File: config.mk
export PLATFORM = sky130hd
export DESIGN_NAME = act3_run_controller
export DESIGN_NICKNAME = d
export VERILOG_FILES = /design/src/rtl/act3_ctrl_pkg.sv /design/src/rtl/act3_core.sv /design/src/rtl/act3_run_controller.sv
export SDC_FILE = /design/constraint.sdc
export NUM_CORES = 1
export LEC_CHECK = 0
export CAP_MARGIN = 5
export CORE_MARGIN = 2
export CORE_UTILIZATION = 35
export CTS_BUF_LIST = sky130_fd_sc_hd__clkbuf_8
export DETAILED_ROUTE_END_ITERATION = 10
export GPL_TIMING_DRIVEN = 0
export PLACE_DENSITY_LB_ADDON = 0.3
export SLEW_MARGIN = 20
export SYNTH_ARGS = -nofsm -noshare
export SYNTH_HDL_FRONTEND = slang
export SYNTH_SLANG_ARGS = --single-unit
File: constraint.sdc
create_clock -name clk -period 3.3 [get_ports clk]
set_clock_uncertainty 0.15 [all_clocks]
set_input_delay 0.825 -clock clk [delete_from_list [all_inputs] [get_ports clk]]
set_output_delay 0.825 -clock clk [all_outputs]
set_load 0.02 [all_outputs]
File: src/rtl/act3_ctrl_pkg.sv
// Shared types and helpers for the Activity 3 run controller and its three-flop core.
package act3_ctrl_pkg;

  localparam int unsigned CORE_W = 3;
  localparam int unsigned OP_W   = 2;

  typedef enum logic [OP_W-1:0] {
    OP_CLR  = 2'b00,
    OP_RUN  = 2'b01,
    OP_STEP = 2'b10,
    OP_HALT = 2'b11
  } op_e;

  typedef enum logic [1:0] {
    FSM_IDLE = 2'b00,
    FSM_RUN  = 2'b01,
    FSM_STEP = 2'b10,
    FSM_DONE = 2'b11
  } fsm_e;

  typedef enum logic [1:0] {
    RSN_NORMAL = 2'b00,
    RSN_BREAK  = 2'b01,
    RSN_HALT   = 2'b10,
    RSN_LIMIT  = 2'b11
  } reason_e;

  localparam logic [CORE_W-1:0] CORE_RST_STATE = 3'b000;

  // Core next-state equations on {a,b,c}.
  function automatic logic [CORE_W-1:0] core_next(input logic [CORE_W-1:0] s);
    logic a;
    logic b;
    logic c;
    a = s[2];
    b = s[1];
    c = s[0];
    return {~(b | c), a & c, a ^ b};
  endfunction

endpackage

File: src/rtl/act3_core.sv
// Activity 3 three-flop state machine with clock-enable and synchronous clear.
module act3_core
  import act3_ctrl_pkg::*;
(
  input  logic              clk,
  input  logic              reset,
  input  logic              en,
  input  logic              clr,
  output logic [CORE_W-1:0] state_q,
  output logic              y
);

  logic [CORE_W-1:0] state_d;
  logic              y_d;
  logic              y_q;

  // y is registered from the next state so it always tracks state_q.
  always_comb begin
    state_d = state_q;
    if (clr) begin
      state_d = CORE_RST_STATE;
    end else if (en) begin
      state_d = core_next(state_q);
    end
    y_d = state_d[2] | state_d[1];
  end

  always_ff @(posedge clk or posedge reset) begin
    if (reset) begin
      state_q <= CORE_RST_STATE;
      y_q     <= 1'b0;
    end else begin
      state_q <= state_d;
      y_q     <= y_d;
    end
  end

  assign y = y_q;

endmodule

File: src/rtl/act3_run_controller.sv
// Command sequencer for the Activity 3 core: clear, free-run, step and halt with
// break-state / advance-limit stops, advance counting and stop-reason reporting.
module act3_run_controller
  import act3_ctrl_pkg::*;
#(
  parameter int unsigned CNT_W     = 16,
  parameter int unsigned RUN_LIMIT = 0
) (
  input  logic              clk,
  input  logic              reset,
  input  logic              cmd_valid,
  output logic              cmd_ready,
  input  logic [OP_W-1:0]   cmd_op,
  input  logic [CNT_W-1:0]  cmd_count,
  input  logic              break_en,
  input  logic [CORE_W-1:0] break_state,
  output logic [CORE_W-1:0] state_q,
  output logic              y,
  output logic              busy,
  output logic              done,
  output logic [1:0]        stop_reason,
  output logic [CNT_W-1:0]  adv_cnt
);

  localparam int unsigned   CW1     = CNT_W + 1;
  localparam logic [CW1-1:0] LIMIT_V = CW1'(RUN_LIMIT);

  fsm_e             fsm_q, fsm_d;
  reason_e          reason_q, reason_d;
  logic [CNT_W-1:0] remaining_q, remaining_d;
  logic [CNT_W-1:0] adv_q, adv_d;
  logic             busy_q, busy_d;
  logic             done_q, done_d;

  op_e               op;
  logic              accept;
  logic              halt_acc;
  logic              clr;
  logic              limit_hit;
  logic [CNT_W-1:0]  adv_inc;
  logic [CORE_W-1:0] core_nxt;

  act3_core u_core (
    .clk     (clk),
    .reset   (reset),
    .en      (busy_q),
    .clr     (clr),
    .state_q (state_q),
    .y       (y)
  );

  assign op       = op_e'(cmd_op);
  assign core_nxt = core_next(state_q);

  // While advancing, only a HALT may be accepted.
  always_comb begin
    cmd_ready = 1'b0;
    case (fsm_q)
      FSM_IDLE: cmd_ready = 1'b1;
      FSM_RUN,
      FSM_STEP: cmd_ready = (op == OP_HALT);
      default:  cmd_ready = 1'b0;
    endcase
  end

  assign accept    = cmd_valid & cmd_ready;
  assign halt_acc  = accept & (op == OP_HALT);
  assign adv_inc   = (adv_q == '1) ? adv_q : adv_q + CNT_W'(1);
  assign limit_hit = (RUN_LIMIT != 0) && (({1'b0, adv_q} + CW1'(1)) == LIMIT_V);

  always_comb begin
    fsm_d       = fsm_q;
    reason_d    = reason_q;
    remaining_d = remaining_q;
    adv_d       = adv_q;
    clr         = 1'b0;
    case (fsm_q)
      FSM_IDLE: begin
        if (accept) begin
          adv_d    = '0;
          reason_d = RSN_NORMAL;
          case (op)
            OP_CLR: begin
              clr   = 1'b1;
              fsm_d = FSM_DONE;
            end
            OP_RUN:  fsm_d = FSM_RUN;
            OP_STEP: begin
              remaining_d = cmd_count;
              fsm_d       = (cmd_count == '0) ? FSM_DONE : FSM_STEP;
            end
            default: fsm_d = FSM_DONE;
          endcase
        end
      end
      FSM_RUN: begin
        adv_d = adv_inc;
        if (halt_acc) begin
          reason_d = RSN_HALT;
          fsm_d    = FSM_DONE;
        end else if (break_en && (core_nxt == break_state)) begin
          reason_d = RSN_BREAK;
          fsm_d    = FSM_DONE;
        end else if (limit_hit) begin
          reason_d = RSN_LIMIT;
          fsm_d    = FSM_DONE;
        end
      end
      FSM_STEP: begin
        adv_d       = adv_inc;
        remaining_d = remaining_q - CNT_W'(1);
        if (halt_acc) begin
          reason_d = RSN_HALT;
          fsm_d    = FSM_DONE;
        end else if (remaining_q == CNT_W'(1)) begin
          reason_d = RSN_NORMAL;
          fsm_d    = FSM_DONE;
        end
      end
      default: fsm_d = FSM_IDLE;
    endcase
    busy_d = (fsm_d == FSM_RUN) || (fsm_d == FSM_STEP);
    done_d = (fsm_d == FSM_DONE);
  end

  always_ff @(posedge clk or posedge reset) begin
    if (reset) begin
      fsm_q       <= FSM_IDLE;
      reason_q    <= RSN_NORMAL;
      remaining_q <= '0;
      adv_q       <= '0;
      busy_q      <= 1'b0;
      done_q      <= 1'b0;
    end else begin
      fsm_q       <= fsm_d;
      reason_q    <= reason_d;
      remaining_q <= remaining_d;
      adv_q       <= adv_d;
      busy_q      <= busy_d;
      done_q      <= done_d;
    end
  end

  assign busy        = busy_q;
  assign done        = done_q;
  assign stop_reason = reason_q;
  assign adv_cnt     = adv_q;

endmodule
Word-level counts from Yosys, hierarchy flattened
Cells that the tools add are included.
{ "word_totals": {"ff_bits": 42, "in_bits": 25, "output_inout_bits": 25, "word_cells": 73} }
{ "classes": {"n_addsub": 2, "eq_ne": 16, "n_mux": 26, "n_bitwise": 7, "reduce_logical": 13} }
{ "op_table": {"columns": ["operator", "count"], "rows": [
  ["two-way mux 16 bit", 4],
  ["one-hot mux 16 bit (2 select lines)", 2],
  ["two-way mux 2 bit", 10],
  ["adder 16 x 1 -> 16 bit (second input constant)", 1],
  ["== test 16 x 1 -> 1 bit (second input constant)", 1],
  ["== test 16 bit (second input constant)", 1],
  ["logical NOT 16 bit", 1],
  ["subtractor 16 x 1 -> 16 bit (second input constant)", 1],
  ["one-hot mux 2 bit (3 select lines)", 2],
  ["== test 2 bit (second input constant)", 5],
  ["== test 2 x 1 -> 1 bit (second input constant)", 3],
  ["two-way mux 3 bit", 2],
  ["!= test 3 bit (second input constant)", 2],
  ["AND reduction 3 bit", 2],
  ["nonzero test 2 bit", 3],
  ["logical NOT 2 bit", 2],
  ["two-way mux 1 bit", 4],
  ["!= test 2 bit (second input constant)", 2],
  ["one-hot mux 2 bit (2 select lines)", 1],
  ["AND reduction 4 bit", 1],
  ["AND 1 bit", 3],
  ["== test 3 bit", 1],
  ["nonzero test 3 bit", 1],
  ["!= test 2 x 1 -> 1 bit (second input constant)", 1],
  ["other kinds (7)", 8]
]} }

Logic depth before layout (Yosys ltp)
{ "depth": {"word_depth": 9, "depth_mapped": 9, "ltp_nobuf": 8} }

Cells and area by module
From an unflattened synthesis, not the netlist that was laid out.
{ "unflattened": {"cells_unflattened": 299, "area_unflattened_um2": 2685.1} }
{ "modules_own_cells": {"columns": ["mod", "n_inst", "cells_each", "area_each_um2", "seq_area_each_um2"], "rows": [
  ["act3_run_controller", 1, 281, 2489.9, 950.9],
  ["act3_core", 1, 18, 195.2, 100.1]
]} }

Worst setup path before layout
No wires, ideal clock.
{ "synth_path": {"path_kind": "input-to-reg", "start": "in cmd_op[0]", "end": "reg busy_q, in the netlist busy", "setup_time_ns": 0.126, "t_arrival_ns": 2.074, "required_ns": 3.024, "setup_slack_ns": 0.950, "cell_stages": 8, "path_buffers": 0, "cell_sequence": "inv_1 ha_1 nor4b_1 nand4_1 nor4_1 o311ai_0 a21oi_1 ha_1"} }
{ "synth_via": {"elab_chain_cells": 8, "word_cells_on_any_way": 14, "cone_classes": "5 x eq/ne; 6 x mux; 2 x bitwise; 1 x reduce/logical"} }
{ "synth_rtl": {"columns": ["element", "line", "source"], "rows": [
  ["start: declaration", "act3_run_controller.sv:13", "input logic [OP_W-1:0] cmd_op,"],
  ["== test 2 bit", "act3_run_controller.sv:61, act3_run_controller.sv:67", null],
  ["one-hot mux 1 bit (2 select lines)", "act3_run_controller.sv:58", "case (fsm_q)"],
  ["AND 1 bit", "act3_run_controller.sv:66", "assign accept = cmd_valid & cmd_ready;"],
  ["AND 1 bit", "act3_run_controller.sv:67", "assign halt_acc = accept & (op == OP_HALT);"],
  ["two-way mux 2 bit, on equally long branches", "act3_run_controller.sv:112, act3_run_controller.sv:98", null],
  ["one-hot mux 2 bit (3 select lines) (*)", "act3_run_controller.sv:77", "case (fsm_q)"],
  ["net fsm_d[0]", "act3_run_controller.sv:28", "fsm_e fsm_q, fsm_d;"],
  ["== test 2 x 1 -> 1 bit / == test 2 bit (equally long branches)", "act3_run_controller.sv:122", "busy_d = (fsm_d == FSM_RUN) || (fsm_d == FSM_STEP);"],
  ["logical OR 1 bit (*)", "act3_run_controller.sv:122", null],
  ["net busy_d", "act3_run_controller.sv:32", "logic busy_q, busy_d;"],
  ["end signal: assignment", "act3_run_controller.sv:139", "busy_q <= busy_d;"],
  ["end: declaration", "act3_run_controller.sv:32", null]
]} }
Mark *: on every way through the listed nets, which the timed path passes. The rest lies on a longest branch.
A chain may end at the register's enable or synchronous reset.

Worst setup path in the final report
{ "layout_path": {"start": "in cmd_op[0]", "end": "out cmd_ready"} }
{ "layout_via": {"elab_chain_cells": 2} }
{ "layout_rtl": {"columns": ["element", "line", "source"], "rows": [
  ["== test 2 bit", "act3_run_controller.sv:61", "FSM_STEP: cmd_ready = (op == OP_HALT);"],
  ["one-hot mux 1 bit (2 select lines)", "act3_run_controller.sv:58", null],
  ["end: declaration", "act3_run_controller.sv:12", "output logic cmd_ready,"]
]} }
Every way passes these cells.

==> qor.yml <==
status: "finished clean"
clk_path_buf_depth: 2
rsz0062_at_grt: "no"
ys_ff_latch: 42
startpoint_type: "primary input"
grt_start_max_net_pins: 33
post_drt_wl_per_cell_um: 14.6
crit_path_cell_trace: "clkdlybuf4s50_1, ha_1, a21oi_1, nor2_1, dlygate4sd2_1"
finalMaxSlewViolations: 0
path_clk_slew_ns: 0.08
grt_use_total: 0.164
synth_edf_count: 0
hold-worst-slack_ns: 0.346
hold_depth: 1
worstRegToRegCells: 8
fin_ws_ns: 0.208
synth_nets: 338
path_buf_inv: 2
synth-main-ff-cell: "dfrtp_1"
arrival_ns: 2.12
htreeDepth: 2
worstHoldStart: "stop_reason[0]"
grt_pass1_vias: 2342
finalSetupViolCount: 0
pwr_density_cell_mw_per_mm2: 834
place_ws_ns: -0.0829
syn2layout_area_growth_pct: 27.3
cpLargestDelayFamily: "buffers and inverters"
required_ns: 2.32
yosysTopAreaCell: "dfrtp_1"
fp.coreArea_mm2: 0.00729
drt.antenna.violating_nets: 0
viasPerCell: 5.51
drv_cap: 0
dpl.hpwl_um: 5010
ir_drop_v: 0.000305
end_kind: "output pin"
power_w: 0.00281
cts_made_buffers: 5
power_leakage_nw: 1.37
hold_violations: 0
drive_above_1_share: 0.0756
drtIter0Drc: 96
io_buffers: 49
worst_pin_slew_ns: 0.652
crit_slowest_cell: "clkdlybuf4s50_1"
place.gp.congestion: 0.831
hp-class: "reg -> reg"
r2r_start: "fsm_q[0]"
dr_total_vias: 2514
r2r-end: "adv_cnt[12]"
die_x_um: 91.0
ys_seq_area_frac: 0.397
clk_latency_ns: 0.30
cts_root_buffer: "clkbuf_8"
grt_antenna_before_repair: 0
fmax_mhz: 323
yosysWarnings: 0
slew_headroom: 0.561
syn_area_mm2: 0.00265
nets: 395
placementRows: 31
crit_type: "in -> out"
fin_tns_setup_ns: 0
layout_min_cycle_time_ns: 3.09
ys_types: 54
grt_pass1_wl_um: 11200
antenna_cells: 0
drcViolationCount: 0
fp.dieH_um: 91.0
crit_fanout: 4
synthCells: 299
dr.pass1.iters: 5
cts_tree: "built"
routed_wl_um: 6660
rrSetupSlack_ns: 0.93
synth-async-reset-ratio: 1.00
avgSynthCellArea_um2: 8.86
synth_area_leaders: "dfrtp_1 40%, ha_1 6.6%, a21oi_1 5.1%"
die-area_mm2: 0.00828
cts_sinks: 42
critPathMaxStageDelay_ns: 0.54
overflow: 0
fin_crit_sh: 0.937
fillers: 752
whs_endpoint: "stop_reason[0]"
start_util: 0.363
ios: 50
synth_top_area_frac: 0.397
[worst max path at each step]
stage                 to  cells after the start      start
2_1_floorplan       busy                      8  cmd_op[0]
3_3_place_gp   cmd_ready                      5  cmd_op[0]
3_5_place_dp   cmd_ready                      5  cmd_op[0]
4_1_cts        cmd_ready                      5  cmd_op[0]
5_1_grt             busy                      9  cmd_op[0]
6_report       cmd_ready                      5  cmd_op[0]
[through the flow]
stage          instances  cell area, µm²   util
6_report             456            3370  0.463
5_1_grt              456            3370  0.463
4_1_cts              456            3370  0.463
3_5_place_dp         448            3280  0.450
3_3_place_gp         447            3260  0.448
2_1_floorplan        299            2650      -
[routing by layer]
layer	track usage	wire length [µm]
met1	0.221	3080
met2	0.260	3110
met3	0.0382	390
met4	0.0556	77
met5	0	0
[sequential cells by signal, indices dropped and copies added (netlist names)]
register        count
adv_cnt            16
remaining_q        16
u_core.state_q      3
fsm_q               2
stop_reason         2
busy                1
done                1
u_core.y            1
[final cells by class]
class	count	area, µm²	share of cell area
Clock inverter	2	8.76	0.00260
Timing Repair Buffer	50	509	0.151
Clock buffer	6	82.6	0.0245
Inverter	12	45.0	0.0133
Multi-Input combinational cell	236	1510	0.446
Buffer	9	48.8	0.0145
Tap cell	99	124	0.0367
Sequential cell	42	1050	0.311
[where the power goes]
part	leakage [nW]	total (W)	internal, W	switching, W
sequential	0.536	0.000955	0.000700	0.000255
clock	0.0524	0.000353	0.000166	0.000187
combinational	0.780	0.00151	0.000630	0.000876
total	1.37	0.00281	0.00150	0.00132
[Yosys cell counts (4+ instances only)]
| master | instances |
|---|---|
| ha_1 | 14 |
| and3_1 | 6 |
| inv_1 | 10 |
| nor4_1 | 7 |
| nor2_1 | 21 |
| nand2b_1 | 4 |
| nand4_1 | 4 |
| o22ai_1 | 11 |
| o31ai_1 | 4 |
| mux2i_1 | 8 |
| buf_2 | 6 |
| a21oi_1 | 27 |
| nand2_1 | 26 |
| nand3_1 | 16 |
| o21ai_0 | 23 |
| dfrtp_1 | 42 |
| nor3_1 | 8 |
| a31oi_1 | 8 |
[repair_timing]
item	in CTS	in global routing
setup endpoints to repair	1	0
hold buffers	0	0
setup buffers	0	0
resized for setup	1	0
[cell families (layout without fill, tap and decap cells)]
kind of cell / after synthesis / after routing / synth area share
AO/OA/AOI/OAI: 97 / 97 / 0.227
XOR/XNOR: 4 / 4 / 0.0132
adder cells (fa/ha/maj): 14 / 14 / 0.0661
buffers and inverters: 21 / 79 / 0.0354
flip-flops: 42 / 42 / 0.397
multiplexers: 8 / 8 / 0.0302
AND/OR/NAND/NOR: 113 / 113 / 0.231
[layout by cell type (no fill, tap or decap), types with 6 or more instances in the layout]
| cell type | count |
|---|---|
| a31oi_1 | 8 |
| nand3_1 | 16 |
| inv_1 | 10 |
| nand2_1 | 26 |
| o22ai_1 | 11 |
| buf_2 | 6 |
| nor4_1 | 7 |
| ha_1 | 14 |
| a21oi_1 | 27 |
| o21ai_0 | 23 |
| nor2_1 | 21 |
| and3_1 | 6 |
| clkbuf_8 | 6 |
| dfrtp_1 | 42 |
| mux2i_1 | 8 |
| clkdlybuf4s50_1 | 48 |
| nor3_1 | 8 |
[worst register-to-register path: stages (launching register included)]
cell and delay, ns:
dfrtp_1 0.41, inv_1 0.12, ha_1 0.28, buf_2 0.20
inv_2 0.13, o21ai_1 0.22, o21ai_2 0.14, or4_1 0.48
a21oi_1 0.16
Power figures use the tool's default switching activity.
==> variant (same flow settings) <==
`CNT_W`: 16 -> 18.
--- a/src/rtl/act3_run_controller.sv
+++ b/src/rtl/act3_run_controller.sv
@@ -5,3 +5,3 @@
 #(
-  parameter int unsigned CNT_W     = 16,
+  parameter int unsigned CNT_W     = 18,
   parameter int unsigned RUN_LIMIT = 0
Interface: changed (resized adv_cnt and cmd_count); port bits go from 50 to 54. No check against the original RTL was run, so the function may have changed too.
==> variant against the original RTL <==
  * Wire length grew 13%
  * Final cell count grew 10%
  * Area after synthesis grew 9.5%
  * Power shrank 5.4%
  * Highest routed layer unchanged
  * Final area grew 8.5%
  * Sequential cell count grew 4
  * Worst setup slack lost 0.024 ns
==> variant: results (changes against the original RTL) <==
outcome: "finished, final reports clean"
finish.net_count: 437  # +11%
regToRegEndpoint: "busy$_DFF_PP0_"
post-cts-setup-buffers: 0  # unchanged
cpPeakStageDelay_ns: 0.47  # -0.07 ns
grt_pass1_vias: 2699  # +15%
grt_first_pass_wirelength_um: 12790  # +14%
leakage_uw: 0.001439  # +5.2%
post-route-worst-setup-slack_ns: 0.1836  # -0.02395 ns
timing.slew.headroom: 0.5433  # -0.01807
synth.area.top_cells: "dfrtp_1, ha_1, a21oi_1, o21ai_0, nor2_1"
critical_path_arrival_ns: 2.14  # +0.02 ns
initial_antenna_violation_count: 0  # unchanged
finalWirelength_um: 7544  # +13%
grt_start_max_net_pins: 27  # -18%
syn_nets: 376  # +11%
rrSetupSlack_ns: 0.45  # -0.48 ns
synth-warning-count: 0  # unchanged
setup.worst_path.end: "cmd_ready"
clock_tree.htree_level_count: 2  # unchanged
first_pass_iters: 5  # unchanged
placement.io_buffers: 53  # +8.2%
place_worst_setup_slack_ns: -0.06563  # +0.01723 ns
synth_cell_type_count: 53  # -1.9%
num_vias: 2842  # +13%
critical_path.max_fanout: 4  # unchanged
synth.yosys.seq_area_share: 0.3966  # about the same
ff2ff_path_depth: 9  # +1
hold_path.class: "reg -> reg"
ys_top_cells_by_count: "dfrtp_1, a21oi_1, nor2_1, o21ai_0, nand2_1"
worst_vdd_ir_mv: 0.2803  # -8.0%
post-dp-hpwl_um: 5616  # +12%
clock-root-buffer: "clkbuf_8"
cts_buffer_count: 5  # unchanged
initialDrtViolationCount: 147  # +53%
aggregate_global_route_resource_usage: 0.1764  # +0.01214
drive_above_1_share: 0.06297  # -0.01266
clk_transition_reported_paths_ns: 0.08  # about the same
place_congestion: 0.8588  # +3.3%
crit_path_start: "cmd_op[0]"
cell_family_contributing_the_most_delay_on_the_critical_path: "buffers and inverters"
cts-resized-gates: 1  # unchanged
placed_area_um2: 3585  # +9.1%
==> variant: cell families after synthesis <==
group                      share of synthesized area
muxes                                       0.007327
adders and majority gates                    0.05604
xor gates and xnor gates                     0.02112
AOI/OAI and AO/OA                             0.2414
buffers and inverters                        0.04138
and+or+nand+nor                               0.2362
DFF                                           0.3966
==> variant: stage by stage <==
stage,cells,hold slack [ns],power [uW]
global route,502,0.3906,2901
detailed placement,495,0.3500,2352
global placement,494,0.3478,2314
CTS,502,0.3694,2675
finish,502,0.3668,2661
floorplan,336,0.3232,1868
==> variant: worst min-delay path by stage <==
stage | slack [ns] | cells past startpoint | to
floorplan | 0.32 | 1 | remaining_q[17]$_DFFE_PP0P_
global placement | 0.35 | 1 | remaining_q[17]$_DFFE_PP0P_
detailed placement | 0.35 | 1 | stop_reason[0]$_DFFE_PP0P_
CTS | 0.37 | 1 | stop_reason[0]$_DFFE_PP0P_
global route | 0.39 | 1 | remaining_q[14]$_DFFE_PP0P_
finish | 0.37 | 1 | stop_reason[0]$_DFFE_PP0P_
==> variant: layout make-up <==
cell class | count | area (um2)
Timing Repair Buffer | 54 | 549.3
Fill cell | 813 | 4474
Clock inverter | 2 | 7.507
Multi-Input combinational cell | 259 | 1632
Buffer | 14 | 56.30
Inverter | 17 | 63.81
Clock buffer | 5 | 68.82
Tap cell | 105 | 131.4
Sequential cell | 46 | 1151
==> variant: layer usage <==
| metal | vias up | track usage | wire, um |
|---|---|---|---|
| li1 | 1371 | - | - |
| met1 | 1369 | 0.2330 | 3277 |
| met2 | 93 | 0.2975 | 3738 |
| met3 | 9 | 0.03004 | 426 |
| met4 | 0 | 0.04952 | 102 |
| met5 | - | 0 | 0 |
==> variant: report_power, final <==
group	leakage, uW	switching, uW	total [uW]	internal, uW
combinational	0.000818	817	1370	554
clock	0.0000466	178	318	140
sequential	0.000575	214	972	758
total	0.00144	1210	2660	1450
